$ cat src/rtl/simple_cpu_pkg.sv
// Shared constants and types for the simple_cpu instruction fetch stage.
//
// Contents:
//   INSTR_WIDTH   - instruction word width (matches simple_cpu)
//   PC_BITS       - program counter / program memory address width
//   HALT_WORD     - fetched word that stops fetch; never issued to the CPU
//   fetch_state_t - fetch FSM states
//   OP_ALU/OP_LOAD/OP_STORE - opcode class held in instruction bits [19:18]
//   opcode_of()   - extracts the opcode class from an instruction word
package simple_cpu_pkg;

  localparam int INSTR_WIDTH = 20;
  localparam int PC_BITS     = 5;

  localparam logic [INSTR_WIDTH-1:0] HALT_WORD = {INSTR_WIDTH{1'b1}};
  localparam logic [PC_BITS-1:0]     PC_LAST   = {PC_BITS{1'b1}};

  typedef enum logic [2:0] {
    S_IDLE  = 3'd0,
    S_FETCH = 3'd1,
    S_LOAD  = 3'd2,
    S_ISSUE = 3'd3,
    S_HALT  = 3'd4
  } fetch_state_t;

  localparam logic [1:0] OP_ALU   = 2'b01;
  localparam logic [1:0] OP_LOAD  = 2'b10;
  localparam logic [1:0] OP_STORE = 2'b11;

  function automatic logic [1:0] opcode_of(input logic [INSTR_WIDTH-1:0] word);
    return word[INSTR_WIDTH-1 -: 2];
  endfunction

endpackage

$ cat src/rtl/instr_fetch_mem.sv
// instr_mem: program memory for the fetch stage.
// 2^AW words of DW bits, synchronous write, synchronous registered read
// (rd_data shows mem[raddr] one edge after raddr is presented).
// Contents are never reset.
//
// Ports:
//   clk     - system clock, rising edge
//   wen     - write enable
//   waddr   - write address
//   wdata   - write data
//   raddr   - read address
//   rd_data - registered read data
module instr_mem #(
  parameter int AW = 5,
  parameter int DW = 20
) (
  input  logic          clk,
  input  logic          wen,
  input  logic [AW-1:0] waddr,
  input  logic [DW-1:0] wdata,
  input  logic [AW-1:0] raddr,
  output logic [DW-1:0] rd_data
);

  logic [DW-1:0] mem [0:(2**AW)-1];

  always_ff @(posedge clk) begin
    if (wen) begin
      mem[waddr] <= wdata;
    end
    rd_data <= mem[raddr];
  end

endmodule

$ cat src/rtl/instr_fetch.sv
// instr_fetch: instruction fetch stage feeding simple_cpu.
// Holds a writable program memory and a PC, walks the program from PC 0
// after start, and presents one instruction at a time until the CPU
// retires it with cpu_done. Fetching HALT_WORD stops execution.
//
// Handshake: instr_valid rises with a new instruction and both stay
// stable until the cycle cpu_done is sampled high in ISSUE; cpu_done is
// a one-cycle retire pulse and is ignored in every other state.
//
// Ports:
//   clk, rst     - clock (rising edge), async active-high reset
//   start        - begin fetching at PC 0 (honoured in IDLE/HALT only)
//   prog_wen     - program write enable (honoured in IDLE/HALT only)
//   prog_addr    - program write address
//   prog_data    - program write data
//   cpu_done     - retire pulse from the CPU
//   instruction  - registered instruction to the CPU
//   instr_valid  - instruction valid and held
//   pc           - address of the current or next fetch
//   busy         - high in FETCH, LOAD, ISSUE
//   halted       - high in HALT
//   state_dbg    - current FSM state for observation
//
// Build option: define PC_WRAP_EN to make retiring the last address wrap
// PC to 0 and keep fetching; otherwise it enters HALT.
module instr_fetch
  import simple_cpu_pkg::*;
(
  input  logic                   clk,
  input  logic                   rst,
  input  logic                   start,
  input  logic                   prog_wen,
  input  logic [PC_BITS-1:0]     prog_addr,
  input  logic [INSTR_WIDTH-1:0] prog_data,
  input  logic                   cpu_done,
  output logic [INSTR_WIDTH-1:0] instruction,
  output logic                   instr_valid,
  output logic [PC_BITS-1:0]     pc,
  output logic                   busy,
  output logic                   halted,
  output fetch_state_t           state_dbg
);

  fetch_state_t           state;
  logic [INSTR_WIDTH-1:0] rd_data;
  logic                   mem_wen;

  assign busy      = (state == S_FETCH) || (state == S_LOAD) || (state == S_ISSUE);
  assign halted    = (state == S_HALT);
  assign state_dbg = state;

  // The running program cannot be modified.
  assign mem_wen = prog_wen && !busy;

  instr_mem #(
    .AW (PC_BITS),
    .DW (INSTR_WIDTH)
  ) u_mem (
    .clk     (clk),
    .wen     (mem_wen),
    .waddr   (prog_addr),
    .wdata   (prog_data),
    .raddr   (pc),
    .rd_data (rd_data)
  );

  always_ff @(posedge clk or posedge rst) begin
    if (rst) begin
      state       <= S_IDLE;
      pc          <= '0;
      instruction <= '0;
      instr_valid <= 1'b0;
    end else begin
      case (state)
        S_IDLE, S_HALT: begin
          if (start) begin
            state <= S_FETCH;
            pc    <= '0;
          end
        end
        // rd_data captures mem[pc] on this edge.
        S_FETCH: begin
          state <= S_LOAD;
        end
        // HALT_WORD is never issued; instruction keeps its old value.
        S_LOAD: begin
          if (rd_data == HALT_WORD) begin
            state <= S_HALT;
          end else begin
            instruction <= rd_data;
            instr_valid <= 1'b1;
            state       <= S_ISSUE;
          end
        end
        S_ISSUE: begin
          if (cpu_done) begin
            instr_valid <= 1'b0;
            if (pc == PC_LAST) begin
`ifdef PC_WRAP_EN
              pc    <= '0;
              state <= S_FETCH;
`else
              state <= S_HALT;
`endif
            end else begin
              pc    <= pc + PC_BITS'(1);
              state <= S_FETCH;
            end
          end
        end
        default: begin
          state <= S_IDLE;
        end
      endcase
    end
  end

endmodule

$ cat config.mk
export PLATFORM = sky130hd
export DESIGN_NAME = instr_fetch
export DESIGN_NICKNAME = d
export VERILOG_FILES = /design/src/rtl/simple_cpu_pkg.sv /design/src/rtl/instr_fetch_mem.sv /design/src/rtl/instr_fetch.sv
export SDC_FILE = /design/constraint.sdc
export NUM_CORES = 1
export LEC_CHECK = 0
export ABC_AREA = 1
export BUFFER_PORTS_ARGS = -buffer_cell sky130_fd_sc_hd__buf_4
export CAP_MARGIN = 20
export CORE_MARGIN = 3
export CORE_UTILIZATION = 62
export DETAILED_ROUTE_END_ITERATION = 10
export PLACE_DENSITY = 0.79
export SLEW_MARGIN = 20
export SYNTH_ARGS = -nofsm -noshare
export SYNTH_HDL_FRONTEND = slang
export SYNTH_SLANG_ARGS = --single-unit
$ cat constraint.sdc
create_clock -name clk -period 3.3 [get_ports clk]
set_input_delay 0.66 -clock clk [delete_from_list [all_inputs] [get_ports clk]]
set_output_delay 0.66 -clock clk [all_outputs]
set_load 0.05 [all_outputs]
==> results.py <==
metrics = {
    "sta": {
        "finalHoldViolations": 0,
        "whs_ns": 0.151,
        "slew_headroom_pct": 28.2,
        "finalSetupViolCount": 0,
        "slew_violations": 0,
        "tns_ns": 0,
        "fmax_mhz": 384,
        "fin_ws_ns": 0.698,
        "tightest_slew_ns": 1.07,
        "rsz0062_at_grt": "false",
        "finalCritPeriodShare_pct": 78.9,
        "finalClockSkew_ns": 0.0171,
        "period_needed_ns": 2.60,
    },
    "global_routing": {
        "grt_pass1_wl_um": 110000,
        "grtUsageMet3_pct": 6.03,
        "grt_use_met2_pct": 46.4,
        "track_usage_pct": 31.3,
        "grt_pass1_vias": 18149,
        "gr-total-overflow": 0,
        "grt_most_used_layer": "met2",
        "antenna_found_initial": 4,
        "grtUsageMet1_pct": 46.3,
        "grt_max_degree": 141,
    },
    "worst_setup_path": {
        "cp.required_ns": 3.79,
        "critPathKind": "reg -> reg",
        "worstPathMaxFanout": 66,
        "start_kind": "flip-flop",
        "endpoint_kind": "flip-flop",
        "cp.arrival_ns": 3.09,
    },
    "yosys": {
        "yosysUniqueCellTypes": 23,
        "synth_compound_area_share_pct": 0.827,
        "synth.mux.area_fraction_pct": 0,
        "synth_seq_cells": 689,
        "synth.cell_area_um2": 27800,
        "yosysSeqAreaShare_pct": 73.1,
        "synth_xor_area_share_pct": 0.0315,
        "synth_top_family_by_area": "simple AND/OR/NAND/NOR gates",
        "synth-simple-area-share_pct": 22.3,
        "yosysWarnings": 0,
        "avgSynthCellArea_um2": 11.5,
        "syn_nets": 2443,
        "synthAdderAreaFrac_pct": 0.0899,
        "netlist_instances": 2411,
    },
    "power_and_ir_drop": {
        "power_mw": 23.5,
        "powerDensity_nw_per_um2": 756,
        "leakagePower_nw": 11.6,
        "ir_worst_vdd_uv": 654,
    },
    "cells_and_area": {
        "n_antenna_cell": 0,
        "drive_above_1_share_pct": 10.2,
        "seq_area_um2": 20400,
        "area_growth_syn_to_layout_pct": 11.5,
        "multiInputGateArea_um2": 6560,
        "nets": 2499,
        "num-fill-cells": 2899,
    },
    "clock_network": {
        "cts_resized": 0,
        "clock_sinks": 689,
        "cts-root-buf": "clkbuf_16",
        "cts_buffer_depth": 3,
        "clock_latency_ns": 0.59,
        "cts_buffers": 68,
        "postCtsSetupBuffers": 0,
        "cts_tree": "built",
        "cts.clk_slew.worst_paths_ns": 0.06,
        "htree_levels": 3,
        "ctsHoldBuffers": 0,
    },
    "floorplanning": {
        "core-area_um2": 43700,
        "initial_core_util_pct": 63.6,
        "dieArea_um2": 47500,
        "dieWidth_um": 218,
        "placementRows": 76,
        "num_io_pins": 61,
        "die_h_um": 218,
    },
    "routing": {
        "vias": 19101,
        "remaining_drc_errors": 0,
        "drt-vias-per-instance": 6.16,
        "wl_per_cell_um": 23.7,
        "finalWirelength_um": 73600,
        "drtPass1Iterations": 5,
        "postRouteAntennaNets": 0,
        "first_iter_violations": 3111,
    },
    "place": {
        "port_buffers": 60,
        "gp_congestion": 0.888,
        "post-place-ws_ns": 0.770,
        "dp_hpwl_um": 42400,
    },
    "job": {
        "cap_violations": 0,
    },
    "hold_path": {
        "hold_path_class": "in -> async",
    },
    "run_status": {
        "status": "completed",
    },
}
## cells in the mapped netlist
master,number,area share (%)
dfxtp_1,20,1.4
inv_6,1,0.031
nor3_4,1,0.058
a21oi_1,41,0.74
buf_4,29,0.78
inv_2,1,0.013
o21ai_0,5,0.090
nand4_1,12,0.27
buf_2,58,1.0
nand2_1,929,13
dfrtp_1,29,2.6
inv_1,35,0.47
nand3_1,428,7.7
edfxtp_1,640,69
inv_4,1,0.022
nor3b_1,1,0.027
clkbuf_1,23,0.31
xor2_1,1,0.031
buf_6,19,0.77
buf_1,6,0.081
buf_8,2,0.11
ha_1,2,0.090
nor2_1,127,1.7
## critical path, cell delays in order (launching register included)
cell,delay (ns)
dfrtp_4,0.62
inv_4,0.53
buf_12,0.38
nand2_1,0.11
a21oi_1,0.13
nor2_1,0.07
nor2_1,0.30
nand2_1,0.20
nand2_1,0.11
inv_1,0.04
## sequential cells by signal (all words and copies together) (netlist names)
register,flops
instruction,20
u_mem.rd_data,20
instr_valid,1
pc,5
u_mem.mem,640
state_dbg,3
## metrics by stage
step | area, um2 | std cells | util (%)
after floorplan | 27800 | 2411 | -
after global placement | 28800 | 2982 | 65.9
after detailed placement | 28800 | 2982 | 65.9
after CTS | 31000 | 3103 | 70.9
after global routing | 31000 | 3103 | 70.9
final | 31000 | 3103 | 70.9
## worst paths after layout
kind	from	to	slack, ns	depth (start not counted)
worst min-delay path	rst	state_dbg[0]	0.15	3
worst max register to register	pc[1]	u_mem.rd_data[0]	0.70	9
min in group clk	start	state_dbg[2]	0.39	4
worst max-delay path	pc[1]	u_mem.rd_data[0]	0.70	9
max in group asynchronous	rst	pc[0]	2.86	3
worst min register to register	u_mem.rd_data[5]	instruction[5]	0.47	2
## metal layers
layer	wire, um	share of wire [%]
met1	28400	39
met2	32700	44
met3	9490	13
met5	12	0.016
met4	2970	4.0
## power by group
group / switching, mW / internal, mW
Clock: 3.15 / 4.42
Combinational: 4.11 / 1.50
Sequential: 0.383 / 9.89
Total: 7.64 / 15.8
## area by class of cell
class	count	area share, %
Inverter	38	0.492
Timing Repair Buffer	123	3.38
Sequential cell	689	65.6
Clock buffer	94	6.38
Clock inverter	27	0.641
Multi-Input combinational cell	1547	21.1
Tap cell	585	2.36
## placed cells by master, fill, tap and decap left out, drive strengths merged, types with 23 or more instances in the layout
cell    count
a21oi      41
buf       123
clkbuf     94
clkinv     23
dfrtp      29
edfxtp    640
inv        38
nand2     929
nand3     428
nor2      127
## cell families (layout without fill, tap and decap cells)
family | after synthesis | in the layout
compound gates | 46 | 46
xor+xnor | 1 | 1
fa+ha+maj | 2 | 2
buf+inv | 175 | 282
flops | 689 | 689
simple gates | 1498 | 1498
(Power assumes the default switching activity.)
